--- config.mk ---
export PLATFORM = sky130hd
export DESIGN_NAME = raster_frame_scanner
export DESIGN_NICKNAME = d
export VERILOG_FILES = /design/src/rtl/raster_frame_scanner_pkg.sv /design/src/rtl/raster_pixel_counter.sv /design/src/rtl/raster_frame_scanner.sv
export SDC_FILE = /design/constraint.sdc
export NUM_CORES = 1
export LEC_CHECK = 0
export BUFFER_PORTS_ARGS = -buffer_cell sky130_fd_sc_hd__buf_4
export CAP_MARGIN = 10
export CORE_MARGIN = 2
export CORE_UTILIZATION = 30
export DETAILED_ROUTE_END_ITERATION = 8
export SLEW_MARGIN = 20
export SYNTH_ARGS = -nofsm -noshare
export SYNTH_HDL_FRONTEND = slang
export SYNTH_SLANG_ARGS = --single-unit
--- constraint.sdc ---
create_clock -name clk -period 4.4 [get_ports clk]
set_clock_uncertainty 0.1 [all_clocks]
set_input_delay 0.44 -clock clk [delete_from_list [all_inputs] [get_ports clk]]
set_output_delay 0.44 -clock clk [all_outputs]
set_load 0.1 [all_outputs]
--- src/rtl/raster_frame_scanner_pkg.sv ---
// rtl/raster_frame_scanner_pkg.sv - shared state encoding and colour defaults for the frame scanner
package raster_frame_scanner_pkg;

   // Scanner control states; IDLE must stay at zero so reset lands there.
   typedef enum logic [1:0] {
      ST_IDLE  = 2'd0,
      ST_SCAN  = 2'd1,
      ST_DRAIN = 2'd2,
      ST_DONE  = 2'd3
   } scan_state_t;

   // Number of piano key columns on the stock keyboard.
   localparam int NUMBEROFKEYBOARDINPUTS = 16;

   // Colour painted over a pressed key column.
   localparam logic [23:0] COLOURWHENKEYPRESSED = 24'hFF0000;

endpackage

--- src/rtl/raster_pixel_counter.sv ---
// rtl/raster_pixel_counter.sv - raster-order x/y/address and key-column counters
module raster_pixel_counter
   import raster_frame_scanner_pkg::*;
#(
   parameter int H_RES     = 160,
   parameter int V_RES     = 120,
   parameter int X_W       = 8,
   parameter int Y_W       = 8,
   parameter int ADDR_W    = 15,
   parameter int KEY_PITCH = 10
) (
   input  logic              clk,
   input  logic              rst,
   input  logic              clear,
   input  logic              en,
   output logic [X_W-1:0]    x,
   output logic [Y_W-1:0]    y,
   output logic [ADDR_W-1:0] addr,
   output logic [X_W-1:0]    key_col,
   output logic [X_W-1:0]    key_off,
   output logic              last
);

   logic x_end;
   logic off_end;

   assign x_end   = (32'(x) == H_RES - 1);
   assign off_end = (32'(key_off) == KEY_PITCH - 1);
   assign last    = x_end && (32'(y) == V_RES - 1);

   // Step one pixel per enable; the address simply counts so no multiply is needed.
   always_ff @(posedge clk or posedge rst) begin
      if (rst) begin
         x       <= '0;
         y       <= '0;
         addr    <= '0;
         key_col <= '0;
         key_off <= '0;
      end else if (clear) begin
         x       <= '0;
         y       <= '0;
         addr    <= '0;
         key_col <= '0;
         key_off <= '0;
      end else if (en) begin
         if (last) begin
            x       <= '0;
            y       <= '0;
            addr    <= '0;
            key_col <= '0;
            key_off <= '0;
         end else if (x_end) begin
            x       <= '0;
            y       <= y + Y_W'(1);
            addr    <= addr + ADDR_W'(1);
            key_col <= '0;
            key_off <= '0;
         end else begin
            x    <= x + X_W'(1);
            addr <= addr + ADDR_W'(1);
            if (off_end) begin
               key_off <= '0;
               key_col <= key_col + X_W'(1);
            end else begin
               key_off <= key_off + X_W'(1);
            end
         end
      end
   end

endmodule

--- src/rtl/raster_frame_scanner.sv ---
// rtl/raster_frame_scanner.sv - raster-order frame scanner with ROM fetch, key highlight and pixel handshake
module raster_frame_scanner
   import raster_frame_scanner_pkg::*;
#(
   parameter int H_RES         = 160,
   parameter int V_RES         = 120,
   parameter int X_W           = 8,
   parameter int Y_W           = 8,
   parameter int ADDR_W        = 15,
   parameter int COLOUR_W      = 24,
   parameter int ROM_LATENCY   = 1,
   parameter int NUM_KEYS      = NUMBEROFKEYBOARDINPUTS,
   parameter int KEY_PITCH     = 10,
   parameter int KEY_WIDTH     = 8,
   parameter int PIANO_Y_START = 92,
   parameter logic [COLOUR_W-1:0] HIGHLIGHT_COLOUR = COLOUR_W'(COLOURWHENKEYPRESSED)
) (
   input  logic                clk,
   input  logic                reset,
   input  logic                start,
   input  logic [NUM_KEYS-1:0] keyStates,
   output logic [ADDR_W-1:0]   romAddress,
   output logic                romClockEnable,
   input  logic [COLOUR_W-1:0] romData,
   output logic [X_W-1:0]      pixelX,
   output logic [Y_W-1:0]      pixelY,
   output logic [COLOUR_W-1:0] pixelColour,
   output logic                pixelValid,
   input  logic                pixelReady,
   output logic                busy,
   output logic                doneDrawing
);

   scan_state_t state, state_nxt;
   logic advance, issue, load;
   logic [X_W-1:0] cnt_x, key_col, key_off;
   logic [Y_W-1:0] cnt_y;
   logic [ADDR_W-1:0] cnt_addr;
   logic cnt_last;
   logic [NUM_KEYS-1:0] key_latch;
   logic key_hit, strip_flag;
   logic [ROM_LATENCY-1:0] pipe_v;
   logic [X_W-1:0] pipe_x [ROM_LATENCY];
   logic [Y_W-1:0] pipe_y [ROM_LATENCY];
   logic           pipe_f [ROM_LATENCY];

   // Everything downstream of the counters stalls together when the output is held.
   assign advance        = !pixelValid || pixelReady;
   assign romClockEnable = advance;
   assign romAddress     = cnt_addr;

   raster_pixel_counter #(
      .H_RES(H_RES), .V_RES(V_RES), .X_W(X_W), .Y_W(Y_W),
      .ADDR_W(ADDR_W), .KEY_PITCH(KEY_PITCH)
   ) u_counter (
      .clk(clk), .rst(reset), .clear(load), .en(issue),
      .x(cnt_x), .y(cnt_y), .addr(cnt_addr),
      .key_col(key_col), .key_off(key_off), .last(cnt_last)
   );

   // Select the latched key for the current column; columns beyond the keyboard never match.
   always_comb begin
      key_hit = 1'b0;
      for (int k = 0; k < NUM_KEYS; k++) begin
         if (32'(key_col) == k) key_hit = key_latch[k];
      end
   end

   assign strip_flag = (32'(cnt_y) >= PIANO_Y_START) && (32'(key_off) < KEY_WIDTH) && key_hit;

   // Keys are frozen at frame start so mid-frame presses cannot tear the image.
   always_ff @(posedge clk or posedge reset) begin
      if (reset)     key_latch <= '0;
      else if (load) key_latch <= keyStates;
   end

   // State register.
   always_ff @(posedge clk or posedge reset) begin
      if (reset) state <= ST_IDLE;
      else       state <= state_nxt;
   end

   // Next-state, issue control and status outputs.
   always_comb begin
      state_nxt   = state;
      load        = 1'b0;
      issue       = 1'b0;
      busy        = 1'b1;
      doneDrawing = 1'b0;
      case (state)
         ST_IDLE: begin
            busy = 1'b0;
            if (start) begin
               load      = 1'b1;
               state_nxt = ST_SCAN;
            end
         end
         ST_SCAN: begin
            issue = advance;
            if (advance && cnt_last) state_nxt = ST_DRAIN;
         end
         ST_DRAIN: begin
            if (pipe_v == '0 && pixelValid && pixelReady) state_nxt = ST_DONE;
         end
         ST_DONE: begin
            doneDrawing = 1'b1;
            state_nxt   = ST_IDLE;
         end
         default: state_nxt = ST_IDLE;
      endcase
   end

   // Delay line that tracks each issued address until its ROM data arrives.
   always_ff @(posedge clk or posedge reset) begin
      if (reset) begin
         pipe_v <= '0;
         for (int i = 0; i < ROM_LATENCY; i++) begin
            pipe_x[i] <= '0;
            pipe_y[i] <= '0;
            pipe_f[i] <= 1'b0;
         end
      end else if (advance) begin
         pipe_v[0] <= issue;
         pipe_x[0] <= cnt_x;
         pipe_y[0] <= cnt_y;
         pipe_f[0] <= strip_flag;
         for (int i = ROM_LATENCY - 1; i > 0; i--) begin
            pipe_v[i] <= pipe_v[i-1];
            pipe_x[i] <= pipe_x[i-1];
            pipe_y[i] <= pipe_y[i-1];
            pipe_f[i] <= pipe_f[i-1];
         end
      end
   end

   // Output register; holds its pixel until the adapter takes it.
   always_ff @(posedge clk or posedge reset) begin
      if (reset) begin
         pixelValid  <= 1'b0;
         pixelX      <= '0;
         pixelY      <= '0;
         pixelColour <= '0;
      end else if (advance) begin
         pixelValid <= pipe_v[ROM_LATENCY-1];
         if (pipe_v[ROM_LATENCY-1]) begin
            pixelX      <= pipe_x[ROM_LATENCY-1];
            pixelY      <= pipe_y[ROM_LATENCY-1];
            pixelColour <= pipe_f[ROM_LATENCY-1] ? HIGHLIGHT_COLOUR : romData;
         end
      end
   end

endmodule

After elaboration in Yosys (flattened, before gate mapping)
Index checks and enable logic that the tools add are counted.
Storage, ports and cells
  input bits: 44
  register bits after elaboration: 124
  word-level logic and storage cells: 111
  output and inout bits: 59
Operators by class
  eq/ne operators: 24
  add/sub/neg operators: 5
  bitwise gates (word level): 1
  reductions and logical operators: 17
  mux-type cells: 47
  magnitude comparators: 2
Operator list (number)
  $mux 8: 18
  $eq 8x4->1 const B: 9
  $mux 15: 3
  $add 8x1->8 const B: 4
  $eq 8x3->1 const B: 4
  $mux 24: 1
  $mux 1: 21
  $eq 8x2->1 const B: 2
  $add 15x1->15 const B: 1
  $eq 8x1->1 const B: 1
  $eq 8x7->1 const B: 1
  $eq 8x8->1 const B: 1
  $ge 8x7->1 const B: 1
  $logic_not 8->1: 1
  $lt 8x4->1 const B: 1
  $pmux 2 s4: 1
  $logic_and 1x1->1: 6
  $mux 2: 3
  $ne 2x2->1 const B: 3
  $reduce_and 2->1: 3
  $eq 2x2->1 const B: 2
  $reduce_bool 4->1: 1
  $reduce_and 3->1: 1
  $reduce_bool 3->1: 1
  other kinds (6): 6

Depth between registers and ports, before layout
Gate-level depths: netlist of run 1.
  depth in word-level cells: 18
  mapped depth: 9
  mapped depth without buffers: 7

Hierarchy
A second synthesis of run 1 with hierarchy kept.
Unflattened totals
  cell total of the unflattened synthesis: 570
  area, all modules: 5800.6 sq um
Modules (own cells, without submodules)
  raster_frame_scanner: cells an instance 297, seq. area each 1926.8 sq um, times used 1, area an instance 3275.6 sq um
  raster_pixel_counter: cells an instance 273, seq. area each 1176.1 sq um, times used 1, area an instance 2524.9 sq um

Worst setup path after synthesis of run 1
No wires, ideal clock.
  path type: reg-to-output
  start: register pixelValid
  end: output port romClockEnable
  required time: 3860 ps
  buffers on the path: 3
  setup slack: 1415 ps
  data arrival time: 2445 ps
  cell stages (with the launch flop): 6
  cell sequence: dfrtp_1 > nor2b_1 > buf_2 > inv_1 > buf_2 > buf_1
On the way
  word-level cells in the longest chain between the ends: 2
Ends and longest elaborated chain
  start: declaration: line raster_frame_scanner.sv:28  | output logic pixelValid,
  start signal: assignment: line raster_frame_scanner.sv:144  | pixelValid <= pipe_v[ROM_LATENCY-1];
  $logic_not 1->1: line raster_frame_scanner.sv:48  | assign advance = !pixelValid || pixelReady;
  $logic_or 1x1->1: line raster_frame_scanner.sv:48
  end: declaration: line raster_frame_scanner.sv:23  | output logic romClockEnable,
No other way between the ends.

Final worst setup path of run 1
  start: register pixelValid
  end: register u_counter.addr[8]
On the way
  word-level cells in the longest chain between the ends: 4
Ends and longest elaborated chain
  $logic_not 1->1: line raster_frame_scanner.sv:48
  $logic_or 1x1->1: line raster_frame_scanner.sv:48
  $mux 1: line raster_frame_scanner.sv:90  | case (state)
  $reduce_bool 2->1 (no source line)
  end signal: assignment: line raster_pixel_counter.sv:55  | addr <= addr + ADDR_W'(1);
  end signal: assignment: line raster_pixel_counter.sv:60  | addr <= addr + ADDR_W'(1);
  end: declaration: line raster_pixel_counter.sv:18  | output logic [ADDR_W-1:0] addr,
No other way between the ends.
A chain may end at the register's enable or synchronous reset.

==> results of run 1 <==
## routing by layer
metal	track usage [%]	share of wire [%]	vias up
met5	0	0	-
met4	6.88	1.7	0
met3	3.72	5.1	16
met2	20.5	47	109
met1	18.5	46	2185
li1	-	-	2281
## logic make-up (layout without fill, tap and decap cells)
family,count (synthesis),after routing,synth area share [%]
muxes,23,23,4.39
adders and majority gates,15,15,3.23
and+or+nand+nor,295,295,23.9
DFF,124,124,53.4
buffers and inverters,41,156,2.84
xor gates and xnor gates,18,18,2.71
AOI/OAI and AO/OA,90,90,9.52
## worst reg2reg max path: stages, from the launching register on
cell	delay [ns]
dfrtp_1	0.38
nor2b_1	0.13
buf_4	0.21
inv_1	0.52
nand2_1	0.37
nor3_2	0.64
a41oi_1	0.20
a31oi_1	0.16
## through the flow
stage	total power, uW	utilization [%]	instance area (sq um)	instances	hold WS [ns]
2_1_floorplan	2660	-	5810	606	0.335
3_3_place_gp	2990	36.5	6870	949	0.352
3_5_place_dp	3010	36.5	6870	949	0.358
4_1_cts	4320	39.4	7420	981	0.0980
5_1_grt	4500	39.4	7430	981	0.110
6_report	4270	39.4	7430	981	0.123
## synthesized netlist by cell type, types with 2 or more instances
| cell type | number |
|---|---|
| and3_1 | 11 |
| or4_1 | 3 |
| xor2_1 | 13 |
| o21ai_0 | 49 |
| a21oi_1 | 9 |
| buf_1 | 3 |
| nand3_1 | 19 |
| inv_1 | 14 |
| mux2i_1 | 3 |
| clkbuf_1 | 17 |
| nor2b_1 | 6 |
| nand3b_1 | 4 |
| a22o_1 | 2 |
| and2_1 | 2 |
| ha_1 | 15 |
| dfrtp_1 | 124 |
| buf_2 | 6 |
| or3_1 | 2 |
| nand2b_1 | 18 |
| nand4b_1 | 2 |
| nor2_1 | 43 |
| o21ai_2 | 2 |
| nand2_1 | 152 |
| xnor2_1 | 5 |
| a31oi_1 | 8 |
| o41ai_1 | 2 |
| nor4_1 | 4 |
| nand4_1 | 10 |
| a41oi_1 | 2 |
| nor3_1 | 9 |
| o31ai_1 | 4 |
| mux2_2 | 19 |
| and4_1 | 2 |
## how the worst max path moves through the flow
stage / endpoint / start / depth (start not counted) / slack [ns]
2_1_floorplan: key_latch[0] / reset / 1 / 0.56
3_3_place_gp: pixelX[6] / pixelReady / 6 / 1.53
3_5_place_dp: pixelX[4] / pixelReady / 6 / 1.51
4_1_cts: pixelY[5] / pixelValid / 5 / 1.61
5_1_grt: u_counter.addr[8] / pixelValid / 7 / 1.33
6_report: u_counter.addr[8] / pixelValid / 7 / 1.61
## final cells by class
class	instances	area (sq um)
flip-flops and latches	124	3100
fillers	1882	11400
inverters	14	55.1
repair buffers	110	838
clock inverters	6	33.8
multi-input cells	441	2550
well taps	260	325
clock buffers	26	519
## state kept, by name (all words and copies together) (netlist names), 2 cells and up
signal / flops
pixelColour: 24
key_latch: 16
u_counter.addr: 15
pipe_x: 8
pipe_y: 8
pixelX: 8
pixelY: 8
u_counter.key_col: 8
u_counter.key_off: 8
u_counter.x: 8
u_counter.y: 8
state: 2
## report_power, final
group          internal (uW)  switching (uW)  total, uW
registers               1340             208       1540
logic                    375            1060       1440
clock network            806             480       1290
total                   2520            1750       4270
==> results.ini, run 1 <==
[floorplanning]
die_h_um=143
num_rows=50
die_w_um=143
start_util_pct=30.9
io_pins=103
dieArea_sq_mm=0.0205
core_area_sq_mm=0.0188

[sta]
min_period_ns=2.79
setup-violations-final=0
tns_ns=0
rsz0062_at_grt=no
fmax_ghz=0.358
max-slew-margin-rel_pct=34.1
drv_slew=0
finalHoldViolCount=0
finalCritPeriodShare_pct=63.4
setup_slack_ns=1.61
worst_pin_slew_ns=0.989

[run]
max-cap-violations=0

[yosys]
syn-num-nets=665
ys.flop_type=dfrtp_1
ys_seq_area_share_pct=53.4
syn_area_per_cell_sq_um=9.59
synth_top_area_share_pct=53.4
synth_area_leaders=dfrtp_1 (53%), nand2_1 (9.8%), o21ai_0 (4.2%), mux2_2 (3.7%), ha_1 (3.2%)
synth_cell_types=55
netlist.top_cell.by_area=dfrtp_1
synth_edf_count=0
synth_seq_cells=124
synth_area_sq_mm=0.00581
synthArstFlopShare_pct=100
synth_warnings=0
netlist_instances=606

[grt]
grt_pass1_wl_um=22100
grt_overflow=0
track_usage_pct=13.8
grt_pass1_vias=4421
grt_max_degree=77
antenna_found_initial=0

[drt]
num_vias=4591
first_pass_iters=4
wire_per_inst_um=13.7
wl_um=13500
drcViolationCount=0
via_per_inst=4.68
drt_iter0_drc=324
ant_nets=0

[layout]
drive_gt1_share_pct=23.6
mostFrequentLayoutCells=nand2_1 (151), dfrtp_1 (124), buf_4 (109)
antennaDiodeCount=0
synthToLayoutAreaGrowth_pct=27.8
layout_commonest_cell=nand2_1
finish.net_count=767

[critical_path]
critical_path_arrival_ns=3.02
path_buf_inv=2
max_stage_delay_ns=0.64
r2r-end=u_counter.addr[8]
critical_path.top_delay_family=simple AND/OR/NAND/NOR gates
crit_fanout=24
reg2regPathDepth=7
path_class=reg -> reg
crit_path_cell_trace=nor2b_1 > buf_4 > inv_1 > nand2_1 > nor3_2 > a41oi_1 > a31oi_1
start_kind=flip-flop
r2r_start=pixelValid
end_kind=flip-flop
crit_path_top_delay_cell=nor3_2
rrSetupSlack_ns=1.61
worstPathRequired_ns=4.63

[power]
ir_drop_v=0.000387
power.leakage_uw=0.00360
power_density_mw_per_mm2=575

[run_status]
outcome=completed

[clock_tree]
postCtsSetupRepairBufs=0
cts_resized=0
cts_max_level=4
clk_latency_ns=0.41
numCtsBuffers=17
ctsHoldBuffers=0
root_buffer=clkbuf_16
cts.sinks=124
cts_tree=yes
cts_buffer_depth=2
cts.clk_slew.worst_paths_ns=0.05

[worst_hold_path]
worstHoldStart=keyStates[9]
min_path_cells=3
holdPathEnd=key_latch[9]
hp-class=in -> reg

[placed_design]
dp_hpwl_um=9160
dp_slack_ns=1.51
place.gp.congestion=0.807
numPortBuffers=102

Note: power is estimated with default switching activity, not from simulation.
==> inputs of run 2 (changes only) <==
ABC_AREA = 1   (was unset)
clock period = 2.61 ns   (was 4.4 ns; I/O delays follow)
==> results.ini, run 2 <==
[grt]
antenna_found_initial=0  ; unchanged
grt_max_degree=61  ; -21%
grt_pass1_wl_um=23300  ; +5.3%
track_usage_pct=14.3  ; +0.56 points
grt_pass1_vias=4856  ; +9.8%
grt_overflow=0  ; unchanged

[clock_tree]
cts_buffer_depth=2  ; unchanged
clk_latency_ns=0.42  ; about the same
root_buffer=clkbuf_16
numCtsBuffers=17  ; unchanged
postCtsSetupRepairBufs=0  ; unchanged
cts_tree=yes
cts.sinks=124  ; unchanged
cts.clk_slew.worst_paths_ns=0.05  ; about the same
cts_max_level=4  ; unchanged

[layout]
finish.net_count=882  ; +15%
fill_cells=1852  ; -1.6%
largest-register=pixelColour
mostFrequentLayoutCells=nand2_1 (218), dfrtp_1 (124), buf_4 (107)
drive_gt1_share_pct=18.9  ; -4.7 points
final_core_util_pct=41.1  ; +1.7 points
fin_cells=1065  ; +8.6%
largest_register_ffs=24  ; unchanged
top_regs=pixelColour: 24 flops, key_latch: 16 flops, u_counter.addr: 15 flops
synthToLayoutAreaGrowth_pct=34.2
antennaDiodeCount=0  ; unchanged
layout_commonest_cell=nand2_1

[sta]
finalHoldViolCount=0  ; unchanged
setup_slack_ns=0.457  ; -1.15 ns
max-slew-margin-rel_pct=62.8  ; +29 points
finalCritPeriodShare_pct=82.5  ; +19 points
worst_pin_slew_ns=0.557  ; -0.431 ns
rsz0062_at_grt=no
tns_ns=0  ; unchanged
drv_slew=0  ; unchanged
fmax_ghz=0.465  ; +30%
min_period_ns=2.15  ; -0.637 ns
setup-violations-final=0  ; unchanged

[yosys]
synthArstFlopShare_pct=100  ; unchanged
netlist.top_cell.by_area=dfrtp_1
netlist_instances=676  ; +12%
synth_most_common_cell=nand2_1
yosys-top-cells-count=nand2_1 (218), dfrtp_1 (124), inv_1 (62)
syn_area_per_cell_sq_um=8.48  ; -12%
synth_warnings=0  ; unchanged
synth_edf_count=0  ; unchanged
syn-num-nets=735  ; +11%
ys.flop_type=dfrtp_1
ys_seq_area_share_pct=54.1  ; +0.73 points
synth_area_leaders=dfrtp_1 (54%), nand2_1 (14%), o21ai_0 (4.6%), inv_1 (4.1%), ha_1 (3.3%)
synth_cell_types=44  ; -20%
synth_area_sq_mm=0.00573  ; -1.4%
synth_seq_cells=124  ; unchanged
synth_top_area_share_pct=54.1  ; +0.73 points

[floorplanning]
start_util_pct=30.6  ; -0.21 points
io_pins=103  ; unchanged
die_h_um=142  ; -0.66%
num_rows=50  ; unchanged
core_area_sq_mm=0.0187  ; -0.66%
dieArea_sq_mm=0.0202  ; -1.3%
die_w_um=142  ; -0.66%

[drt]
drcViolationCount=0  ; unchanged
wl_um=13800  ; +2.8%
ant_nets=0  ; unchanged
num_vias=4870  ; +6.1%
drt_iter0_drc=304  ; -6.2%
wire_per_inst_um=13.0  ; -5.3%
via_per_inst=4.57  ; -2.3%
first_pass_iters=4  ; unchanged

[critical_path]
start_kind=flip-flop
path_buf_inv=3  ; +1
crit_path_top_delay_cell=dfrtp_1
critical_path_arrival_ns=2.38  ; -0.64 ns
max_stage_delay_ns=0.40  ; -0.24 ns
crit_fanout=16  ; -33%
end_kind=flip-flop
crit_path_cell_trace=inv_1 > ha_1 > nand2_1 > nand2_4 > inv_2 > nor2_1 > nand2_1 > nor2_2 > nand4_1 > inv_1 > o21ai_0 > a21oi_1
worstPathRequired_ns=2.84  ; -1.79 ns
path_class=reg -> reg
critical_path.top_delay_family=simple AND/OR/NAND/NOR gates

[power]
ir_drop_v=0.000533  ; +38%
power.leakage_uw=0.00385  ; +7.0%
power_density_mw_per_mm2=1390  ; +140%

[run]
max-cap-violations=0  ; unchanged

[placed_design]
dp_slack_ns=0.467  ; -1.04 ns
dp_cells=997  ; +5.1%
place.gp.congestion=0.782  ; -3.1%
numPortBuffers=102  ; unchanged
dp_hpwl_um=9430  ; +2.9%

[run_status]
outcome=completed

[worst_hold_path]
hp-class=in -> reg

run 2: worst register-to-register path, delay by kind of cell, from the launching register on:
kind / cells / cell delay [ns]
AO/OA/AOI/OAI: 2 / 0.20
adder cells (fa/ha/maj): 1 / 0.18
buffers and inverters: 3 / 0.37
flip-flops: 1 / 0.40
AND/OR/NAND/NOR: 6 / 0.83
run 2: per-stage QoR:
step                      power (uW)  instance area, sq um  hold slack (ns)
after global routing           11300                  7700            0.124
after CTS                      10800                  7700            0.102
after global placement          8640                  6800            0.263
after floorplan                 7420                  5740            0.271
final                          10700                  7700            0.117
after detailed placement        8700                  6800            0.251
run 2: power breakdown:
group	switching (uW)	total (uW)	internal [uW]
Sequential	530	3220	2690
Clock	759	1980	1220
Combinational	4240	5470	1230
run 2: kinds of logic after synthesis:
logic type | synth area share [%]
XOR/XNOR | 1.07
AO/OA/AOI/OAI | 9.54
buffers and inverters | 6.35
adder cells (fa/ha/maj) | 3.27
AND/OR/NAND/NOR | 25.6
flip-flops | 54.1
run 2: area by class of cell:
class	count	area, sq um	share of cell area [%]
clock inverter	4	20.0	0.260
timing repair buffer	151	1270	16.6
tap	234	293	3.80
sequential	124	3100	40.3
inverter	69	270	3.51
multi-input combinational	460	2270	29.5
clock buffer	23	468	6.08
run 2: final timing paths:
check / from / to / slack, ns / cells after the start
min: pixelReady / pixelValid / 0.12 / 4
max in group asynchronous: reset / pixelColour[11] / 1.36 / 4
max: state[0] / u_counter.addr[12] / 0.46 / 12
min in group asynchronous: reset / u_counter.addr[3] / 0.37 / 3
min reg2reg: pixelColour[19] / pixelColour[19] / 0.37 / 2
max reg2reg: state[0] / u_counter.addr[12] / 0.46 / 12
run 2: metal layers:
layer	up-vias	global-route usage, %	part of all wire, %
met5	-	0	0
li1	2489	-	-
met2	106	23.3	46
met1	2267	18.6	48
met4	0	4.53	0.84
met3	8	4.10	4.7
run 2: what timing repair did:
item	4_1_cts	5_1_grt
gates resized for setup	0	0
hold buffers	41	0
endpoints found under the hold margin	60	0
